$ cat src/rtl/gfmpw_rejunity_snn_pkg.sv
// Shared sizes, config field offsets and saturation helper for the 3-input, 4-neuron LIF SNN.
// Pure constants/functions: no latency, no flow control.
package gfmpw_snn_pkg;

  localparam int N_IN      = 3;
  localparam int N_NEU     = 4;
  localparam int W_BITS    = 2;
  localparam int U_BITS    = 8;
  localparam int CFG_BITS  = 32;
  localparam int THR_LSB   = 24;
  localparam int LEAK_LSB  = 28;
  localparam int THR_BITS  = 4;
  localparam int LEAK_BITS = 2;
  // Wide enough for membrane minus decay plus the largest synaptic sum without wrap.
  localparam int ACC_BITS  = 10;

  localparam logic [7:0] UIO_OE = 8'hF0;

  localparam logic signed [ACC_BITS-1:0] U_MAX = 10'sd127;
  localparam logic signed [ACC_BITS-1:0] U_MIN = -10'sd128;

  function automatic logic [U_BITS-1:0] sat_u(input logic signed [ACC_BITS-1:0] v);
    logic [U_BITS-1:0] r;
    if (v > U_MAX) r = 8'h7F;
    else if (v < U_MIN) r = 8'h80;
    else r = v[U_BITS-1:0];
    return r;
  endfunction

endpackage

$ cat src/rtl/gfmpw_rejunity_snn_if.sv
// Pad-side bundle of the SNN: user IO, logic-analyser readback and interrupts.
// Wires only; master drives uio_in, slave drives everything else.
interface gfmpw_rejunity_snn_if;
  logic [7:0]  uio_in;
  logic [7:0]  uio_out;
  logic [7:0]  uio_oe;
  logic [63:0] la_data_out;
  logic [2:0]  irq;

  modport master (output uio_in, input uio_out, uio_oe, la_data_out, irq);
  modport slave  (input uio_in, output uio_out, uio_oe, la_data_out, irq);
endinterface

$ cat src/rtl/gfmpw_rejunity_snn_lif_neuron.sv
// One leaky integrate-and-fire neuron; spike and membrane registered, one-cycle latency.
// No flow control: updates every clock unless clear forces membrane and spike to zero.
module snn_lif_neuron
  import gfmpw_snn_pkg::*;
(
  input  logic                     clk,
  input  logic                     rst_n,
  input  logic [N_IN*W_BITS-1:0]   weights,
  input  logic [N_IN-1:0]          in_spk,
  input  logic [THR_BITS-1:0]      thr,
  input  logic [LEAK_BITS-1:0]     leak,
  input  logic                     clear,
  output logic                     spike,
  output logic [U_BITS-1:0]        membrane
);

  logic signed [ACC_BITS-1:0] u_ext;
  logic signed [ACC_BITS-1:0] decay;
  logic signed [ACC_BITS-1:0] w_ext;
  logic signed [ACC_BITS-1:0] syn_sum;
  logic signed [ACC_BITS-1:0] acc;
  logic signed [ACC_BITS-1:0] sat_ext;
  logic signed [ACC_BITS-1:0] thr_lvl;
  logic [U_BITS-1:0]          u_nxt;
  logic                       fire;

  always_comb begin
    u_ext = {{(ACC_BITS-U_BITS){membrane[U_BITS-1]}}, membrane};
    case (leak)
      2'd1:    decay = u_ext >>> 3;
      2'd2:    decay = u_ext >>> 2;
      2'd3:    decay = u_ext >>> 1;
      default: decay = '0;
    endcase

    syn_sum = '0;
    w_ext   = '0;
    for (int i = 0; i < N_IN; i++) begin
      w_ext = {{(ACC_BITS-W_BITS){weights[W_BITS*i+W_BITS-1]}}, weights[W_BITS*i +: W_BITS]};
      if (in_spk[i]) syn_sum = syn_sum + w_ext;
    end

    acc     = u_ext - decay + syn_sum;
    u_nxt   = sat_u(acc);
    sat_ext = {{(ACC_BITS-U_BITS){u_nxt[U_BITS-1]}}, u_nxt};
    // Threshold is exclusive: the stored value fires one above it, so thr=0 fires on >=1.
    thr_lvl = {{(ACC_BITS-THR_BITS){1'b0}}, thr};
    thr_lvl = thr_lvl + 10'sd1;
    fire    = (sat_ext >= thr_lvl);
  end

  always_ff @(posedge clk or negedge rst_n) begin
    if (!rst_n) begin
      spike    <= 1'b0;
      membrane <= '0;
    end else if (clear) begin
      spike    <= 1'b0;
      membrane <= '0;
    end else if (fire) begin
      spike    <= 1'b1;
      membrane <= '0;
    end else begin
      spike    <= 1'b0;
      membrane <= u_nxt;
    end
  end

endmodule

$ cat src/rtl/gfmpw_rejunity_snn.sv
// SNN top: serial config shift register feeding four LIF neurons; all outputs registered, 1-cycle latency.
// No backpressure: cfg_en=1 shifts config and clears neurons, cfg_en=0 runs one step per clock.
module gfmpw_rejunity_snn
  import gfmpw_snn_pkg::*;
(
`ifdef USE_POWER_PINS
  inout  wire  vdd,
  inout  wire  vss,
`endif
  input  logic                   wb_clk_i,
  input  logic                   rst_n,
  gfmpw_rejunity_snn_if.slave    bus
);

  logic [CFG_BITS-1:0]            cfg;
  logic [N_NEU-1:0]               spk;
  logic [N_NEU-1:0][U_BITS-1:0]   mem;
  logic                           cfg_en;
  logic                           unused_uio;

  assign cfg_en     = bus.uio_in[3];
  assign unused_uio = ^bus.uio_in[7:4];

  // First bit shifted in lands in cfg[0] after a full 32-bit load.
  always_ff @(posedge wb_clk_i or negedge rst_n) begin
    if (!rst_n) cfg <= '0;
    else if (cfg_en) cfg <= {bus.uio_in[0], cfg[CFG_BITS-1:1]};
  end

  for (genvar n = 0; n < N_NEU; n++) begin : g_neu
    snn_lif_neuron u_neuron (
      .clk      (wb_clk_i),
      .rst_n    (rst_n),
      .weights  (cfg[n*N_IN*W_BITS +: N_IN*W_BITS]),
      .in_spk   (bus.uio_in[N_IN-1:0]),
      .thr      (cfg[THR_LSB +: THR_BITS]),
      .leak     (cfg[LEAK_LSB +: LEAK_BITS]),
      .clear    (cfg_en),
      .spike    (spk[n]),
      .membrane (mem[n])
    );
  end

  assign bus.uio_out     = {spk, 4'b0000};
  assign bus.uio_oe      = UIO_OE;
  assign bus.la_data_out = {mem, cfg};
  assign bus.irq         = {1'b0, &spk, |spk};

endmodule

$ cat src/flat_wrapper.sv
// flat-port wrapper written by rule: the top's interface ports become plain ports
module gfmpw_rejunity_snn_flat import gfmpw_snn_pkg::*;
  (wb_clk_i, rst_n, bus_uio_in, bus_uio_out, bus_uio_oe, bus_la_data_out, bus_irq);
  gfmpw_rejunity_snn_if bus_i ();
  input  logic wb_clk_i;
  input  logic rst_n;
  input wire logic [$bits(bus_i.uio_in)-1:0] bus_uio_in;
  output wire logic [$bits(bus_i.uio_out)-1:0] bus_uio_out;
  output wire logic [$bits(bus_i.uio_oe)-1:0] bus_uio_oe;
  output wire logic [$bits(bus_i.la_data_out)-1:0] bus_la_data_out;
  output wire logic [$bits(bus_i.irq)-1:0] bus_irq;
  assign bus_i.uio_in = bus_uio_in;
  assign bus_uio_out = bus_i.uio_out;
  assign bus_uio_oe = bus_i.uio_oe;
  assign bus_la_data_out = bus_i.la_data_out;
  assign bus_irq = bus_i.irq;
  gfmpw_rejunity_snn u_core (.wb_clk_i(wb_clk_i), .rst_n(rst_n), .bus(bus_i));
endmodule
$ cat config.mk
export PLATFORM = sky130hd
export DESIGN_NAME = gfmpw_rejunity_snn_flat
export DESIGN_NICKNAME = d
export VERILOG_FILES = /design/src/rtl/gfmpw_rejunity_snn_pkg.sv /design/src/rtl/gfmpw_rejunity_snn_if.sv /design/src/rtl/gfmpw_rejunity_snn_lif_neuron.sv /design/src/rtl/gfmpw_rejunity_snn.sv /design/src/flat_wrapper.sv
export SDC_FILE = /design/constraint.sdc
export NUM_CORES = 1
export LEC_CHECK = 0
export ABC_AREA = 1
export BUFFER_PORTS_ARGS = -buffer_cell sky130_fd_sc_hd__buf_2
export CAP_MARGIN = 20
export CORE_ASPECT_RATIO = 0.6
export CORE_MARGIN = 2
export CORE_UTILIZATION = 66
export CTS_CLUSTER_DIAMETER = 80
export CTS_CLUSTER_SIZE = 14
export DETAILED_ROUTE_END_ITERATION = 12
export PLACE_DENSITY_LB_ADDON = 0.08
export RECOVER_POWER = 25
export SKIP_CTS_REPAIR_TIMING = 1
export SLEW_MARGIN = 20
export SYNTH_ARGS = -nofsm -noshare
export SYNTH_HDL_FRONTEND = slang
export SYNTH_SLANG_ARGS = --single-unit
$ cat constraint.sdc
create_clock -name wb_clk_i -period 9.5 [get_ports wb_clk_i]
set_input_delay 1.425 -clock wb_clk_i [delete_from_list [all_inputs] [get_ports wb_clk_i]]
set_output_delay 1.425 -clock wb_clk_i [all_outputs]
set_load 0.01 [all_outputs]
# Word-level counts from Yosys, hierarchy flattened
# Cells that the tools add are included.
totals:
  register_bits: 68
  in_bits: 10
  out_inout_bits: 83
  wordCells: 83
classes:
  add_sub_neg: 17
  order_cmp: 12
  n_eq_ne: 3
  muxes: 40
  n_reduce_logical: 2
ops:
  columns: ["op", "n"]
  rows:
  - ["8-bit 2-to-1 mux", 16]
  - ["10-bit 2-to-1 mux", 12]
  - ["10-bit case mux with 3 select lines", 4]
  - ["10-bit by 2-bit adder with 10-bit output", 8]
  - ["10-bit adder", 4]
  - ["10-bit by 8-bit greater-than comparator with 1-bit output, second input constant", 4]
  - ["10-bit by 8-bit less-than comparator with 1-bit output, second input constant", 4]
  - ["8-bit by 10-bit subtractor with 10-bit output", 4]
  - ["8-bit by 6-bit greater-or-equal comparator with 1-bit output", 4]
  - ["1-bit 2-to-1 mux", 8]
  - ["4-bit by 1-bit adder with 5-bit output, second input constant", 1]
  - ["2-bit equality test, second input constant", 2]
  - ["4-bit AND reduction", 1]
  - ["4-bit OR reduction", 1]
  - ["2-bit by 1-bit equality test with 1-bit output, second input constant", 1]

# Longest topological paths before layout
# Gate-level depths: netlist of run 1.
logic_depth:
  word_depth: 12
  mapped_depth: 45
  mapped_depth_nobuf: 44

# Cells and area by module
# From an unflattened synthesis of run 1, not the netlist that was laid out.
hier_totals:
  hier_cells: 1279
  hier_area_um2: 9496.6
modules_own_cells:
  columns: ["module", "instances", "cells_per_inst", "area_each_um2", "seq_area_each_um2"]
  rows:
  - ["snn_lif_neuron (u_core.g_neu[1].u_neuron)", 1, 288, 2062.0, 225.2]
  - ["snn_lif_neuron (u_core.g_neu[0].u_neuron)", 1, 283, 2057.0, 225.2]
  - ["snn_lif_neuron (u_core.g_neu[3].u_neuron)", 1, 276, 1978.1, 225.2]
  - ["snn_lif_neuron (u_core.g_neu[2].u_neuron)", 1, 275, 1976.9, 225.2]
  - ["gfmpw_rejunity_snn", 1, 157, 1422.6, 800.8]

# Worst setup path before layout of run 1
# Ideal clock, no wire load.
synth_timing:
  path_kind: "input -> register"
  from: "input port bus_uio_in[0]"
  to: "register u_core.g_neu[3].u_neuron.membrane[0]"
  setup_ps: 69
  t_arrival_ps: 6977
  required_time_ps: 9431
  slack_ps: 2454
  cell_stages: 43
  n_path_buf: 1
  path_cell_list: "buf_4 nand2_1 inv_1 ha_1 inv_1 fa_1 fa_1 nand2_1 nand2_1 inv_2 ha_1 nand2_1 nand2_1 a31oi_1 o21ai_0 nand2_1 inv_1 o31ai_1 [7 not listed] o2111ai_1 xor2_1 or2_2 nand2_4 nand2_1 inv_1 ha_1 inv_1 nand2_1 a21oi_1 o21ai_0 o21ai_0 inv_1 nor2_1 nand2_1 nor2_4 nor2_8 nor2_2"
synth_between:
  elab_chain_len: 12
synth_rtl:
  columns: ["element", "line_no", "text"]
  rows:
  - ["from (decl)", "flat_wrapper.sv:7", "input wire logic [$bits(bus_i.uio_in)-1:0] bus_uio_in;"]
  - ["10-bit 2-to-1 mux (*)", "gfmpw_rejunity_snn_lif_neuron.sv:40", "if (in_spk[i]) syn_sum = syn_sum + w_ext;"]
  - ["10-bit by 2-bit adder with 10-bit output", "gfmpw_rejunity_snn_lif_neuron.sv:40", null]
  - ["10-bit 2-to-1 mux (*)", "gfmpw_rejunity_snn_lif_neuron.sv:40", null]
  - ["10-bit by 2-bit adder with 10-bit output", "gfmpw_rejunity_snn_lif_neuron.sv:40", null]
  - ["10-bit 2-to-1 mux (*)", "gfmpw_rejunity_snn_lif_neuron.sv:40", null]
  - ["10-bit adder (*)", "gfmpw_rejunity_snn_lif_neuron.sv:43", "acc = u_ext - decay + syn_sum;"]
  - ["10-bit by 8-bit less-than comparator with 1-bit output", "gfmpw_rejunity_snn_pkg.sv:25", "else if (v < U_MIN) r = 8'h80;"]
  - ["8-bit 2-to-1 mux", "gfmpw_rejunity_snn_pkg.sv:25", null]
  - ["8-bit 2-to-1 mux (*)", "gfmpw_rejunity_snn_pkg.sv:24", "if (v > U_MAX) r = 8'h7F;"]
  - ["8-bit by 6-bit greater-or-equal comparator with 1-bit output", "gfmpw_rejunity_snn_lif_neuron.sv:49", "fire = (sat_ext >= thr_lvl);"]
  - ["8-bit 2-to-1 mux (*)", "gfmpw_rejunity_snn_lif_neuron.sv:59", "end else if (fire) begin"]
  - ["8-bit 2-to-1 mux (*)", "gfmpw_rejunity_snn_lif_neuron.sv:56", "end else if (clear) begin"]
  - ["to (signal assigned)", "gfmpw_rejunity_snn_lif_neuron.sv:64", "membrane <= u_nxt;"]
  - ["to (decl)", "gfmpw_rejunity_snn_lif_neuron.sv:14", "output logic [U_BITS-1:0] membrane"]
# Mark *: on every way between the ends. The rest lies on a longest branch, timed or not.
# A chain may end at the register's enable or synchronous reset.

# Worst setup path after layout of run 1
layout_timing:
  from: "input port bus_uio_in[0]"
  to: "register u_core.g_neu[3].u_neuron.membrane[5]"
# Same word-level chain as after synthesis.

==> metrics.log, run 1 <==
INFO  metric tritoncts = built
INFO  metric synth_top_cells_by_area = dfrtp_1, ha_1, fa_1
INFO  metric core.rowCount = 33
INFO  metric groute.usage.overall = 0.321
INFO  metric final.min_clock_period = 7.63 ns
INFO  metric layout.cells.most_common = nand2_1
INFO  metric worst_setup_path_end_kind = flip-flop
INFO  metric yosys.area.top_type_share = 0.187
INFO  metric synth-seq-cells = 68
INFO  metric layout.cells.most_common_list = nand2_1, inv_1, ha_1
INFO  metric synth-edff-count = 0
INFO  metric crit_path_top_delay_cell = fa_1
INFO  metric dp.final_hpwl = around 17,000 microns
INFO  metric dr.first_iter.drc_count = roughly 440
INFO  metric boundaryPins = 93
INFO  metric cap_viol_max_count = 1
INFO  metric achievable-frequency = 131 MHz
INFO  metric io_buffers = 75
INFO  metric critical-path-top-cell-by-count = nand2_1
INFO  metric cts_made_buffers = 9
INFO  metric crit_family = adder cells
INFO  metric critical_path_buf_inv_count = 9
INFO  metric die_x = 156 microns
INFO  metric grt_max_degree = 69
INFO  metric synth.distinct_cells = 43
INFO  metric min_path_type = reg2reg
INFO  metric drt_wl_total = between 20,000 and 25,000 microns
INFO  metric drv_slew = 69
INFO  metric syn-cell-area = 0.00912 sq mm
INFO  metric yosys_warnings = 0
INFO  metric outcome = finished, violations left
INFO  metric area_growth_syn_to_layout = 7.52%
INFO  metric unrepaired_setup_endpoints_after_global_routing = false
INFO  metric final.setup.tns = 0 ns
INFO  metric insertedDiodeCount = 0
INFO  metric detail_route.vias_per_cell = between 5 and 6
INFO  metric maxSlewHeadroom = -1.49
INFO  metric finClkSkew = 0.00623 ns
INFO  metric synthFlopType = dfrtp_1
INFO  metric drtPass1Iterations = 5
INFO  metric route.detailed.drc = 0
INFO  metric tightestPinTransition = 3.73 ns
INFO  metric clock_tree.htree_level_count = 3
INFO  metric max_fanout_on_critical_path = 9
INFO  metric gr-total-overflow = 0
INFO  metric die-height = 95.1 microns
INFO  metric total_die_area = 0.0148 sq mm
INFO  metric synth_cells = 1,234
INFO  metric synth_top_area_cell = dfrtp_1
INFO  metric final.fill_count = 1,131
INFO  metric setup.worst_path.class = in2reg
INFO  metric route.antenna.remaining_nets = 0
INFO  metric report.final.setup_viol = 0
INFO  metric ys_async_sr_fraction = 1.00
INFO  metric critical_path.max_stage_delay = between 0.4 and 0.5 ns
INFO  metric grt_antenna_before_repair = 0
INFO  metric avgRoutedWirePerCell = 15.1 microns
INFO  metric hold_violation_count_in_the_final_report = 0
INFO  metric cts.reportedPaths.clkPinSlew = 0.06 ns
INFO  metric placeableCoreArea = 0.0136 sq mm
INFO  metric worstSkewPairLatency = between 0.3 and 0.4 ns
INFO  metric number_of_global_route_vias_before_repair = 7,627
INFO  metric share_of_the_cycle_needed_by_the_critical_path_after_routing = 0.803
INFO  metric globalplace.congestion = a little under 0.9
INFO  metric cts-root-buf = clkbuf_16
INFO  metric vias = about 8,000
INFO  metric clk_path_buf_depth = 2
INFO  metric num-nets-final = about 1,500
INFO  metric synth-seq-area-share = 0.187
INFO  metric post_synth.cell_area_avg = 7.39 sq um
INFO  metric drive_gt1_frac = 0.159
INFO  metric cp.required = around 9.8 ns
INFO  metric cp_data_arrival_time = between 7 and 8 ns
INFO  metric first_pass_grt_wire_length = 37,400 microns
INFO  metric initial_utilization = 0.671
INFO  metric violations_in_the_final_reports = capacitance limit, slew limit
INFO  metric startpoint_type = primary input
INFO  metric numClockSinks = 68
[synth_stat cells, drive strengths merged (6+ instances only)]
cell / n
dfrtp: 68
nand4: 9
a21oi: 67
clkbuf: 20
ha: 104
nor2: 80
or2: 6
nand2: 332
inv: 228
o221ai: 9
nand3: 59
o21ai: 90
xor2: 29
o22ai: 7
nor3: 8
fa: 55
a31oi: 9
buf: 21
[flip-flops by register name, summed over array words and instances (netlist names)]
signal                          flops
u_core.g_neu.u_neuron.membrane     32
u_core.cfg                         32
u_core.g_neu.u_neuron.spike         4
[per-stage QoR]
| stage | hold WS, ns | utilization | cell area (sq um) | cells | setup WS, ns |
|---|---|---|---|---|---|
| after floorplan | 0.527 | - | 9160 | 1245 | 2.45 |
| after global placement | 0.492 | 0.702 | 9530 | 1456 | 1.78 |
| after detailed placement | 0.495 | 0.702 | 9530 | 1456 | 1.65 |
| after CTS | 0.517 | 0.722 | 9810 | 1472 | 2.00 |
| after global routing | 0.530 | 0.722 | 9810 | 1472 | 1.37 |
| final | 0.514 | 0.722 | 9810 | 1472 | 1.87 |
[tightest hold or removal path, cell delays in order, from the launching register on]
cell	delay (ns)
dfrtp_1	0.37
nand2_1	0.07
nand2_1	0.05
[worst paths after layout]
check	cells after the start	start	end	slack, ns
worst max register to register	42	u_core.cfg[18]	u_core.g_neu[3].u_neuron.membrane[5]	2.78
min in group asynchronous	1	rst_n	u_core.g_neu[3].u_neuron.membrane[6]	2.35
worst min-delay path	2	u_core.cfg[0]	u_core.cfg[0]	0.51
worst min register to register	2	u_core.cfg[0]	u_core.cfg[0]	0.51
worst max-delay path	43	bus_uio_in[0]	u_core.g_neu[3].u_neuron.membrane[5]	1.87
max in group asynchronous	1	rst_n	u_core.g_neu[0].u_neuron.membrane[7]	5.04
[layer usage]
metal	up-vias	share of wire	global-route usage	wire (microns)
met3	26	0.090	0.0886	2000
met4	0	0.014	0.0719	312
li1	3999	-	-	-
met5	-	0	0	0
met2	292	0.41	0.474	9100
met1	3730	0.49	0.471	10900
[cell type report]
class,count,area (sq um),area share
Multi-Input combinational cell,906,6350,0.648
Sequential cell,68,1700,0.174
Inverter,230,866,0.0883
Timing Repair Buffer,77,389,0.0397
Clock buffer,12,246,0.0251
Tap cell,175,219,0.0223
Clock inverter,4,33.8,0.00344
[cell families (layout without fill, tap and decap cells)]
group           Yosys count  count (layout)  synth area share
compound gates          201             201             0.123
xor+xnor                 34              34            0.0326
other cells               2              13          0.000823
mux                       4               4           0.00439
fa+ha+maj               159             159             0.263
flops                    68              68             0.187
simple gates            495             495             0.268
buf+inv                 271             323             0.122
Power of run 1 is not shown: default switching activity piles up to over one toggle a cycle in this logic, so the estimate is an artifact.
==> run 2, diff against run 1 <==
ABC_AREA = 0   (was 1)
CORE_UTILIZATION = 61   (was 66)
clock period = 7.1 ns   (was 9.5 ns; I/O delays follow)
==> run 2 against run 1 <==
The run ends with capacitance limit, slew limit, setup timing left. Clock-buffer cell count is 1 lower. Largest cell class unchanged. Via count is 3.1% higher. Flip-flop and latch count stayed put. Non-clock buffer count is 186 higher. Sequential share of layout area is 2.5 points lower. First-iteration DRC count is 66% higher. Core utilization is 11 points higher. Clock skew is 0.0029 ns higher. Critical path type unchanged. Highest routed layer unchanged.
==> metrics.log, run 2 <==
INFO  metric outcome = finished, violations left
INFO  metric violations_in_the_final_reports = capacitance limit, slew limit, setup timing
INFO  metric unrepaired_setup_endpoints_after_global_routing = true
INFO  metric dp_slack = -0.615 ns (-2.27 ns)
INFO  metric cp.required = 7.36 ns (-2.41 ns)
INFO  metric worstSkewPairLatency = 0.34 ns (about the same)
INFO  metric achievable-frequency = between 100 and 150 MHz
INFO  metric synth_top_area_cell = dfrtp_1
INFO  metric maxSlewHeadroom = -1.55 (-0.0596)
INFO  metric globalplace.congestion = 0.898 (+1.3%)
INFO  metric core.rowCount = 33 (unchanged)
INFO  metric drive_gt1_frac = 0.357 (+0.198)
INFO  metric setup.worst_path.class = in2reg
INFO  metric synth_top_cells_by_area = dfrtp_1, ha_1, fa_1
INFO  metric cts.reportedPaths.clkPinSlew = 0.06 ns (about the same)
INFO  metric finClkSkew = 0.00916 ns (+0.00293 ns)
INFO  metric io_buffers = 75 (unchanged)
INFO  metric cts_made_buffers = 9 (unchanged)
INFO  metric first_pass_grt_wire_length = 38,000 microns (+1.6%)
INFO  metric startpoint_type = primary input
INFO  metric total_die_area = 0.0152 sq mm (+2.6%)
INFO  metric worst_setup_path_end_kind = flip-flop
INFO  metric drt_wl_total = 25,800 microns (+16%)
INFO  metric synth-seq-area-share = 0.197 (+0.0100)
INFO  metric vias = 8,293 (+3.1%)
INFO  metric synth_cells = 981 (-21%)
INFO  metric cts-root-buf = clkbuf_16
INFO  metric avgRoutedWirePerCell = 18.2 microns (+20%)
INFO  metric drtPass1Iterations = 5 (unchanged)
INFO  metric share_of_the_cycle_needed_by_the_critical_path_after_routing = 1.03
INFO  metric hold_violation_count_in_the_final_report = 0 (unchanged)
INFO  metric layout.cells.most_common = buf_4
INFO  metric yosys-mux-area-fraction = 0.0603 (+0.0559)
INFO  metric route.antenna.remaining_nets = 0 (unchanged)
INFO  metric drv_slew = 69 (unchanged)
INFO  metric area_growth_syn_to_layout = 32.8%
INFO  metric gr-total-overflow = 0 (unchanged)
INFO  metric synth-edff-count = 0 (unchanged)
INFO  metric die_x = 158 microns (+1.3%)
INFO  metric cp_data_arrival_time = 7.61 ns (-0.29 ns)
INFO  metric yosys_warnings = 0 (unchanged)
INFO  metric dp.final_hpwl = 18,300 microns (+5.9%)
INFO  metric crit_path_top_delay_cell = fa_1
INFO  metric cap_viol_max_count = 1 (unchanged)
INFO  metric synth_commonest_cells = ha_1, inv_1, a21oi_1, o21ai_0, dfrtp_1
INFO  metric initial_utilization = 0.630 (-0.0418)
INFO  metric route.detailed.drc = 0 (unchanged)
INFO  metric ys_async_sr_fraction = 1.00 (unchanged)
INFO  metric critical_path.max_stage_delay = 0.50 ns (+0.02 ns)
INFO  metric synth-adder-area-share = 0.277 (+0.0141)
INFO  metric clock_tree.htree_level_count = 3 (unchanged)
INFO  metric post_synth.cell_area_avg = 8.82 sq um (+19%)
INFO  metric groute.usage.overall = 0.325 (+0.00479)
INFO  metric yosys.area.top_type_share = 0.197 (+0.0100)
INFO  metric boundaryPins = 93 (unchanged)
INFO  metric report.final.setup_viol = 17 (+17)
INFO  metric detail_route.vias_per_cell = 5.85 (+7.1%)
INFO  metric final.fill_count = 840 (-26%)
INFO  metric number_of_global_route_vias_before_repair = 7,375 (-3.3%)
INFO  metric tightestPinTransition = 3.82 ns (+0.0894 ns)
INFO  metric biggestRegsByFlops = u_core.cfg: 32 flops, u_core.g_neu.u_neuron.membrane: 32 flops, u_core.g_neu.u_neuron.spike: 4 flops
INFO  metric grt_antenna_before_repair = 0 (unchanged)
INFO  metric synth-xor-area-share = 0.0603 (+0.0276)
INFO  metric die-height = 96.3 microns (+1.3%)
INFO  metric synth-compound-area-share = 0.212 (+0.0890)
INFO  metric final.min_clock_period = 7.35 ns
INFO  metric placeableCoreArea = 0.0137 sq mm (+1.2%)
INFO  metric tritoncts = built
INFO  metric synth.distinct_cells = 64 (+49%)
INFO  metric synthFlopType = dfrtp_1
INFO  metric grt_max_degree = 74 (+7.2%)
INFO  metric insertedDiodeCount = 0 (unchanged)
INFO  metric num-nets-final = 1,389 (-4.9%)
INFO  metric clk_path_buf_depth = 2 (unchanged)
INFO  metric numClockSinks = 68 (unchanged)
INFO  metric yosys.cell_count.top_type = ha_1
INFO  metric finish.utilization = 0.836 (+0.114)
INFO  metric syn-cell-area = 0.00866 sq mm (-5.1%)
INFO  metric max_fanout_on_critical_path = 6 (-3)
INFO  metric synth_top_family_by_area = adder cells
INFO  metric min_path_type = reg2reg
INFO  metric synth-seq-cells = 68 (unchanged)
INFO  metric setup_slack = -0.247 ns (-2.12 ns)
INFO  metric dr.first_iter.drc_count = 729 (+66%)
INFO  metric layout.cells.most_common_list = buf_4, inv_1, ha_1
INFO  metric post_synth_and_or_nand_nor_area_fraction = 0.123 (-0.145)
## run 2: changes by cell type after synthesis, sizes merged, moves of 16 or more
cell    before  now
a21o         2   37
a21oi       67   96
and2         0   16
inv        228   99
mux2         0   30
nand2      332   59
nand2b       0   18
nand3       59    5
nor2        80   39
nor3         8   26
xnor2        5   35
## run 2: layout make-up
class | instances | area, sq um | area share
clock buffer | 11 | 243 | 0.0211
clock inverter | 5 | 85.1 | 0.00740
inverter | 99 | 372 | 0.0323
multi-input combinational | 779 | 7040 | 0.613
sequential | 68 | 1700 | 0.148
tap | 192 | 240 | 0.0209
timing repair buffer | 263 | 1810 | 0.157
## run 2: stage by stage
step,hold WS [ns],area (sq um),cells,TNS [ns]
2_1_floorplan,0.542,8910,992,-0.613
3_3_place_gp,0.514,10500,1381,-11.47
3_5_place_dp,0.524,10500,1381,-12.65
4_1_cts,0.541,10900,1397,-5.73
5_1_grt,0.558,11500,1417,-8.43
6_report,0.536,11500,1417,-1.78
## run 2: layer usage
layer / vias up / part of all wire / GRT usage
li1: 3901 / - / -
met1: 3967 / 0.48 / 0.529
met2: 394 / 0.41 / 0.436
met3: 31 / 0.10 / 0.0738
met4: 0 / 0.0098 / 0.0485
met5: - / 0 / 0
## run 2: worst paths after layout
path                                from  depth (start not counted)                                   end  slack [ns]
max in group asynchronous          rst_n                          1                        u_core.cfg[29]        2.64
min                        u_core.cfg[3]                          1                         u_core.cfg[2]        0.54
min in group asynchronous          rst_n                          1                         u_core.cfg[3]        2.03
max reg2reg                u_core.cfg[6]                         31  u_core.g_neu[1].u_neuron.membrane[0]        0.25
min reg2reg                u_core.cfg[3]                          1                         u_core.cfg[2]        0.54
max                        bus_uio_in[0]                         35  u_core.g_neu[2].u_neuron.membrane[0]       -0.25
## run 2: critical path: cells and delay by family
kind,cells,cell delay [ns]
mux,1,0.34
fa+ha+maj,7,2.33
simple gates,9,1.08
compound gates,9,1.63
xor+xnor,3,0.60
buf+inv,6,0.54
## run 2: logic make-up (layout without fill, tap and decap cells)
group / after synthesis / count (layout)
AO/OA/AOI/OAI: 298 / 298
buffers and inverters: 145 / 378
XOR/XNOR: 54 / 54
adder cells (fa/ha/maj): 159 / 159
other: 2 / 13
flip-flops: 68 / 68
multiplexers: 48 / 48
AND/OR/NAND/NOR: 207 / 207
Power of run 2 is left out for the same reason.
